--- src/rtl/pwr_domain_seq.sv ---
// Power-gating sequencer: clock stop -> isolate -> retention save -> switch off on sleep, reverse on wake.
// Outputs are registered from the next-state decode; a synchronized switch ack is timed out into a sticky FAULT.
module pwr_domain_seq #(
  parameter int SAVE_CYCLES    = 4,
  parameter int RESTORE_CYCLES = 4,
  parameter int ACK_TIMEOUT    = 64,
  parameter int CNT_W          = 8
) (
  input  logic       CLK,
  input  logic       RST,
  input  logic       SLEEP_REQ,
  input  logic       WAKE_REQ,
  input  logic       PSW_ACK,
  output logic       CLK_EN,
  output logic       ISO_N,
  output logic       SAVE,
  output logic       RESTORE,
  output logic       PSW_EN,
  output logic       BUSY,
  output logic       ERR,
  output logic [3:0] STATE
);

  typedef enum logic [3:0] {
    S_ON       = 4'd0,
    S_CLK_STOP = 4'd1,
    S_ISOLATE  = 4'd2,
    S_SAVE     = 4'd3,
    S_PSW_OFF  = 4'd4,
    S_OFF      = 4'd5,
    S_PSW_ON   = 4'd6,
    S_RESTORE  = 4'd7,
    S_DEISO    = 4'd8,
    S_FAULT    = 4'd9
  } state_t;

  localparam logic [CNT_W-1:0] SAVE_LAST    = CNT_W'(SAVE_CYCLES - 1);
  localparam logic [CNT_W-1:0] RESTORE_LAST = CNT_W'(RESTORE_CYCLES - 1);
  localparam logic [CNT_W-1:0] ACK_LAST     = CNT_W'(ACK_TIMEOUT - 1);

  state_t           state_q, state_d;
  logic [CNT_W-1:0] cnt_q, cnt_d;
  logic             ack_meta_q, ack_s_q;
  logic             clk_en_q, clk_en_d;
  logic             iso_n_q, iso_n_d;
  logic             save_q, save_d;
  logic             restore_q, restore_d;
  logic             psw_en_q, psw_en_d;
  logic             busy_q, busy_d;
  logic             err_q, err_d;

  always_ff @(posedge CLK) begin
    if (RST) begin
      state_q    <= S_ON;
      cnt_q      <= '0;
      ack_meta_q <= 1'b0;
      ack_s_q    <= 1'b0;
      clk_en_q   <= 1'b1;
      iso_n_q    <= 1'b1;
      save_q     <= 1'b0;
      restore_q  <= 1'b0;
      psw_en_q   <= 1'b1;
      busy_q     <= 1'b0;
      err_q      <= 1'b0;
    end else begin
      state_q    <= state_d;
      cnt_q      <= cnt_d;
      ack_meta_q <= PSW_ACK;
      ack_s_q    <= ack_meta_q;
      clk_en_q   <= clk_en_d;
      iso_n_q    <= iso_n_d;
      save_q     <= save_d;
      restore_q  <= restore_d;
      psw_en_q   <= psw_en_d;
      busy_q     <= busy_d;
      err_q      <= err_d;
    end
  end

  // An arriving ack wins over a timeout expiring in the same cycle.
  always_comb begin
    state_d = state_q;
    unique case (state_q)
      S_ON:       if (SLEEP_REQ) state_d = S_CLK_STOP;
      S_CLK_STOP: state_d = S_ISOLATE;
      S_ISOLATE:  state_d = S_SAVE;
      S_SAVE:     if (cnt_q == SAVE_LAST) state_d = S_PSW_OFF;
      S_PSW_OFF: begin
        if (!ack_s_q)              state_d = S_OFF;
        else if (cnt_q == ACK_LAST) state_d = S_FAULT;
      end
      S_OFF:      if (WAKE_REQ) state_d = S_PSW_ON;
      S_PSW_ON: begin
        if (ack_s_q)                state_d = S_RESTORE;
        else if (cnt_q == ACK_LAST) state_d = S_FAULT;
      end
      S_RESTORE:  if (cnt_q == RESTORE_LAST) state_d = S_DEISO;
      S_DEISO:    state_d = S_ON;
      S_FAULT:    state_d = S_FAULT;
      default:    state_d = S_FAULT;
    endcase
  end

  always_comb begin
    cnt_d = cnt_q;
    if (state_d != state_q) begin
      cnt_d = '0;
    end else if (state_q inside {S_SAVE, S_RESTORE, S_PSW_OFF, S_PSW_ON}) begin
      cnt_d = cnt_q + 1'b1;
    end
  end

  // Outputs decode the upcoming state so they flip on the same edge as state_q.
  always_comb begin
    clk_en_d  = 1'b0;
    iso_n_d   = 1'b0;
    save_d    = 1'b0;
    restore_d = 1'b0;
    psw_en_d  = 1'b1;
    busy_d    = !(state_d inside {S_ON, S_OFF});
    err_d     = err_q;
    unique case (state_d)
      S_ON: begin
        clk_en_d = 1'b1;
        iso_n_d  = 1'b1;
      end
      S_CLK_STOP: iso_n_d   = 1'b1;
      S_ISOLATE:  iso_n_d   = 1'b0;
      S_SAVE:     save_d    = 1'b1;
      S_PSW_OFF:  psw_en_d  = 1'b0;
      S_OFF:      psw_en_d  = 1'b0;
      S_PSW_ON:   psw_en_d  = 1'b1;
      S_RESTORE:  restore_d = 1'b1;
      S_DEISO:    iso_n_d   = 1'b1;
      default: begin
        psw_en_d = psw_en_q;
        err_d    = 1'b1;
      end
    endcase
  end

  assign CLK_EN  = clk_en_q;
  assign ISO_N   = iso_n_q;
  assign SAVE    = save_q;
  assign RESTORE = restore_q;
  assign PSW_EN  = psw_en_q;
  assign BUSY    = busy_q;
  assign ERR     = err_q;
  assign STATE   = state_q;

endmodule
--- config.mk ---
export PLATFORM = sky130hd
export DESIGN_NAME = pwr_domain_seq
export DESIGN_NICKNAME = d
export VERILOG_FILES = /design/src/rtl/pwr_domain_seq.sv
export SDC_FILE = /design/constraint.sdc
export NUM_CORES = 1
export LEC_CHECK = 0
export ABC_CLOCK_PERIOD_IN_PS = 2700
export CAP_MARGIN = 10
export CORE_ASPECT_RATIO = 0.6
export CORE_MARGIN = 2
export CORE_UTILIZATION = 41
export CTS_BUF_LIST = sky130_fd_sc_hd__clkbuf_2
export DETAILED_ROUTE_END_ITERATION = 10
export SLEW_MARGIN = 15
export SYNTH_ARGS = -nofsm -noshare
export SYNTH_HDL_FRONTEND = slang
export SYNTH_SLANG_ARGS = --single-unit
--- constraint.sdc ---
create_clock -name CLK -period 2.7 [get_ports CLK]
set_input_delay 0.54 -clock CLK [delete_from_list [all_inputs] [get_ports CLK]]
set_output_delay 0.54 -clock CLK [all_outputs]
set_load 0.02 [all_outputs]
==> metrics.md, run 1 <==
| Metric | Value |
|---|---|
| Clock transition at the register clock pins on the worst setup and hold paths after CTS | `200 ps` |
| Share of synthesized area spent on multiplexers | `2.55%` |
| CP top delay family | `flip-flops` |
| Final Wtd Congestion | `0.844` |
| Final #Nets | `155` |
| Overall die area | `3330 µm²` |
| Fraction of the mapped netlist area in simple logic gates | `29.6%` |
| Worst slew slack as a fraction of its limit | `52.1%` |
| Most frequent cells in the layout | `21 x dfxtp_1, 15 x clkdlybuf4s50_1, 9 x nor3_1` |
| Synth warnings | `0` |
| Number of instances in the synthesized netlist | `132` |
| Count of final setup violators | `0` |
| Buffers added on ports | `15` |
| Number of antenna violations at the first check in global routing | `0` |
| Origin of the critical flop-to-flop path | `cnt_q[0]$_SDFFE_PP0P_` |
| Htree depth | `1` |
| Endpoints failing hold | `0` |
| Crit path max fanout | `20` |
| Slowest cell on crit path | `dfxtp_1` |
| # hold bufs at CTS | `0` |
| Insertion delay to the later sink of the worst-skew pair | `340 ps` |
| Worst-Margin Slew | `718 ps` |
| Net count after synthesis | `138` |
| Number of maximum-capacitance constraint violations | `0` |
| Worst supply voltage drop on vdd | `0.226 mV` |
| Starting density of the core | `45.1%` |
| Largest stage delay, worst path | `830 ps` |
| Die width | `73.2 µm` |
| Number of vias in the routed layout | `1,060` |
| Die boundary height | `45.5 µm` |
| Global routing usage summed across all routing layers | `19.6%` |
| Syn_area_per_cell | `8.92 µm²` |
| Number of DRC violations after detailed routing | `0` |
| Combinational family with the most area after synthesis | `simple AND/OR/NAND/NOR gates` |
| Crit path capture type | `output port` |
| Lkg Pwr | `0.000450 µW` |
| Fin. max-slew vios | `0` |
| First-pass GRT wire length | `4.81 mm` |
| Required @ worst endpoint | `2160 ps` |
| Status | `complete, no violations` |
| CTS tree | `yes` |
| Post-synth design cell area | `1180 µm²` |
| Worst Hold Class | `reg -> reg` |
| Detailed placer's ending HPWL | `2.18 mm` |
| Area growth from synthesis to layout | `17.7%` |
| Cell at the root of the clock tree | `clkbuf_2` |
| Pin count of the biggest net entering global routing | `21` |
| Power density of the placed cells | `453 nW/µm²` |
| Core Footprint | `2610 µm²` |
| Startpoint class of the critical path | `flop` |
| Crit share post-route | `90.2%` |
| Hold Startpoint | `ack_meta_q$_SDFF_PP0_` |
| Most common library cell in the layout ignoring fill and taps | `dfxtp_1` |
| Post-cts repair resize count | `0` |
| Average detailed-routed wire length per instance | `15.9 µm` |
| Number of buffers added for setup after CTS | `0` |
| Total power | `628 µW` |
| Proportion of synthesized chip area in sequential cells | `35.7%` |
| Top achievable clock speed | `411 MHz` |
| 1st-pass router iterations | `4` |
| Total CTS buffers | `3` |
| Number of global-route vias before repair | `936` |
| Final Non-Filler Cells | `180` |
| Count of placed standard cells including taps | `176` |
| Worst-case clock buffer depth | `2` |
| Worst hold-check slack | `465 ps` |
| Fraction of synthesized cell area in xor and xnor cells | `6.70%` |
| Path type of the worst setup path | `reg -> out` |
| Count of nets left with antenna violations after detail routing | `0` |
| Flops & latches, synth | `21` |
| Share of the synthesized area in compound gates (AO/OA/AOI/OAI) | `20.7%` |
| Clk sinks | `21` |
| Overall routed net length | `2.86 mm` |
| CP Cell Sequence | `clkdlybuf4s50_1` |
| Critical path data arrival time | `1900 ps` |
| Bufs and invs on worst path | `1` |
| Antenna diode count | `0` |
| Leftover overflow at the end of global routing | `0` |
| Via count normalized by instance count | `5.89` |
| RSZ-0062 raised after global routing | `no` |
| Final critical-path required period | `2440 ps` |
| Clock skew after layout | `10.7 ps` |
| Timing startpoint of the critical path | `STATE[3]$_SDFF_PP0_` |
| Adder and majority cell fraction of the synthesized area | `1.06%` |
| Number of DRC markers after the initial detailed-route iteration | `96` |
| Accumulated negative setup slack | `0 ps` |
| Row Count | `14` |
| Share of cells above drive strength 1 | `11.5%` |
| Library cells used by synthesis | `45` |
| Number of I/O pins | `16` |
final cells by class:
type / count / area, µm²
clock buffer: 3 / 15.0
sequential: 21 / 420
multi-input combinational: 101 / 714
fill: 248 / 1220
clock inverter: 1 / 5.00
inverter: 3 / 11.3
timing repair buffer: 19 / 180
tap: 32 / 40.0
state kept, by name, summed over array words and instances (netlist names):
signal      cells
ISO_N           1
RESTORE         1
ack_s_q         1
cnt_q           8
CLK_EN          1
STATE           4
SAVE            1
ack_meta_q      1
ERR             1
PSW_EN          1
BUSY            1
worst paths after layout:
| check | to | slack (ps) | cells after the start |
|---|---|---|---|
| hold / removal | ack_s_q$_SDFF_PP0_ | 470 | 1 |
| setup / recovery | STATE[3] | 260 | 1 |
| setup reg to reg | ISO_N$_SDFF_PP1_ | 350 | 6 |
| hold reg to reg | ack_s_q$_SDFF_PP0_ | 470 | 1 |
where the power goes:
part           switching, µW  total (µW)  internal [µW]  leakage (µW)
clock                    102         135           33.6     0.0000164
sequential              15.8         341            325      0.000171
combinational           83.4         152           68.7      0.000263
cell usage after synthesis (all sizes together):
master	instances	area (µm²)
a31oi	3	25.0
clkbuf	3	11.3
nor4	2	18.8
or3	3	18.8
inv	3	11.3
and2	3	18.8
or3b	1	8.76
a2111oi	2	23.8
nor3b	5	37.5
o211ai	3	22.5
a31o	1	8.76
o21a	4	30.0
dfxtp	21	420
nand2b	4	25.0
o21ai	5	25.0
o221a	1	11.3
nor3	10	55.1
a21oi	4	23.8
o31ai	3	22.5
and4	1	8.76
buf	4	20.0
xnor2	6	52.6
nor2	6	22.5
nor2b	3	18.8
a311o	1	10.0
nand4	2	12.5
ha	1	12.5
nor4b	2	17.5
nor4bb	2	20.0
a211oi	1	7.51
nand2	5	18.8
or2	2	12.5
xor2	3	26.3
a311oi	1	15.0
o311a	1	10.0
nand3	4	20.0
a2bb2oi	1	8.76
mux2i	3	30.0
or4	2	15.0
logic make-up after synthesis:
| family | count (synthesis) |
|---|---|
| buf+inv | 10 |
| flops | 21 |
| compound gates | 31 |
| mux | 3 |
| xor+xnor | 9 |
| fa+ha+maj | 1 |
| simple gates | 57 |
metal layers:
layer  GRT usage [%]  vias to the layer above  routed length (µm)
li1                -                      529                   -
met1            30.7                      479                1530
met2            26.3                       48                1070
met3            5.53                        4                 251
met4            3.33                        0                  13
met5               0                        -                   0
metrics by stage:
stage	area (µm²)	setup slack (ps)	util, %
2_1_floorplan	1180	635	-
3_3_place_gp	1370	342	52.3
3_5_place_dp	1370	297	52.3
4_1_cts	1390	255	53.1
5_1_grt	1390	105	53.1
6_report	1390	265	53.1
Power figures use the tool's default switching activity.
==> run 2: changes to the inputs <==
- CTS_CLUSTER_DIAMETER: unset -> 120
==> results of run 2 <==
The final DEF is identical to that of run 1; final timing and power are the same.
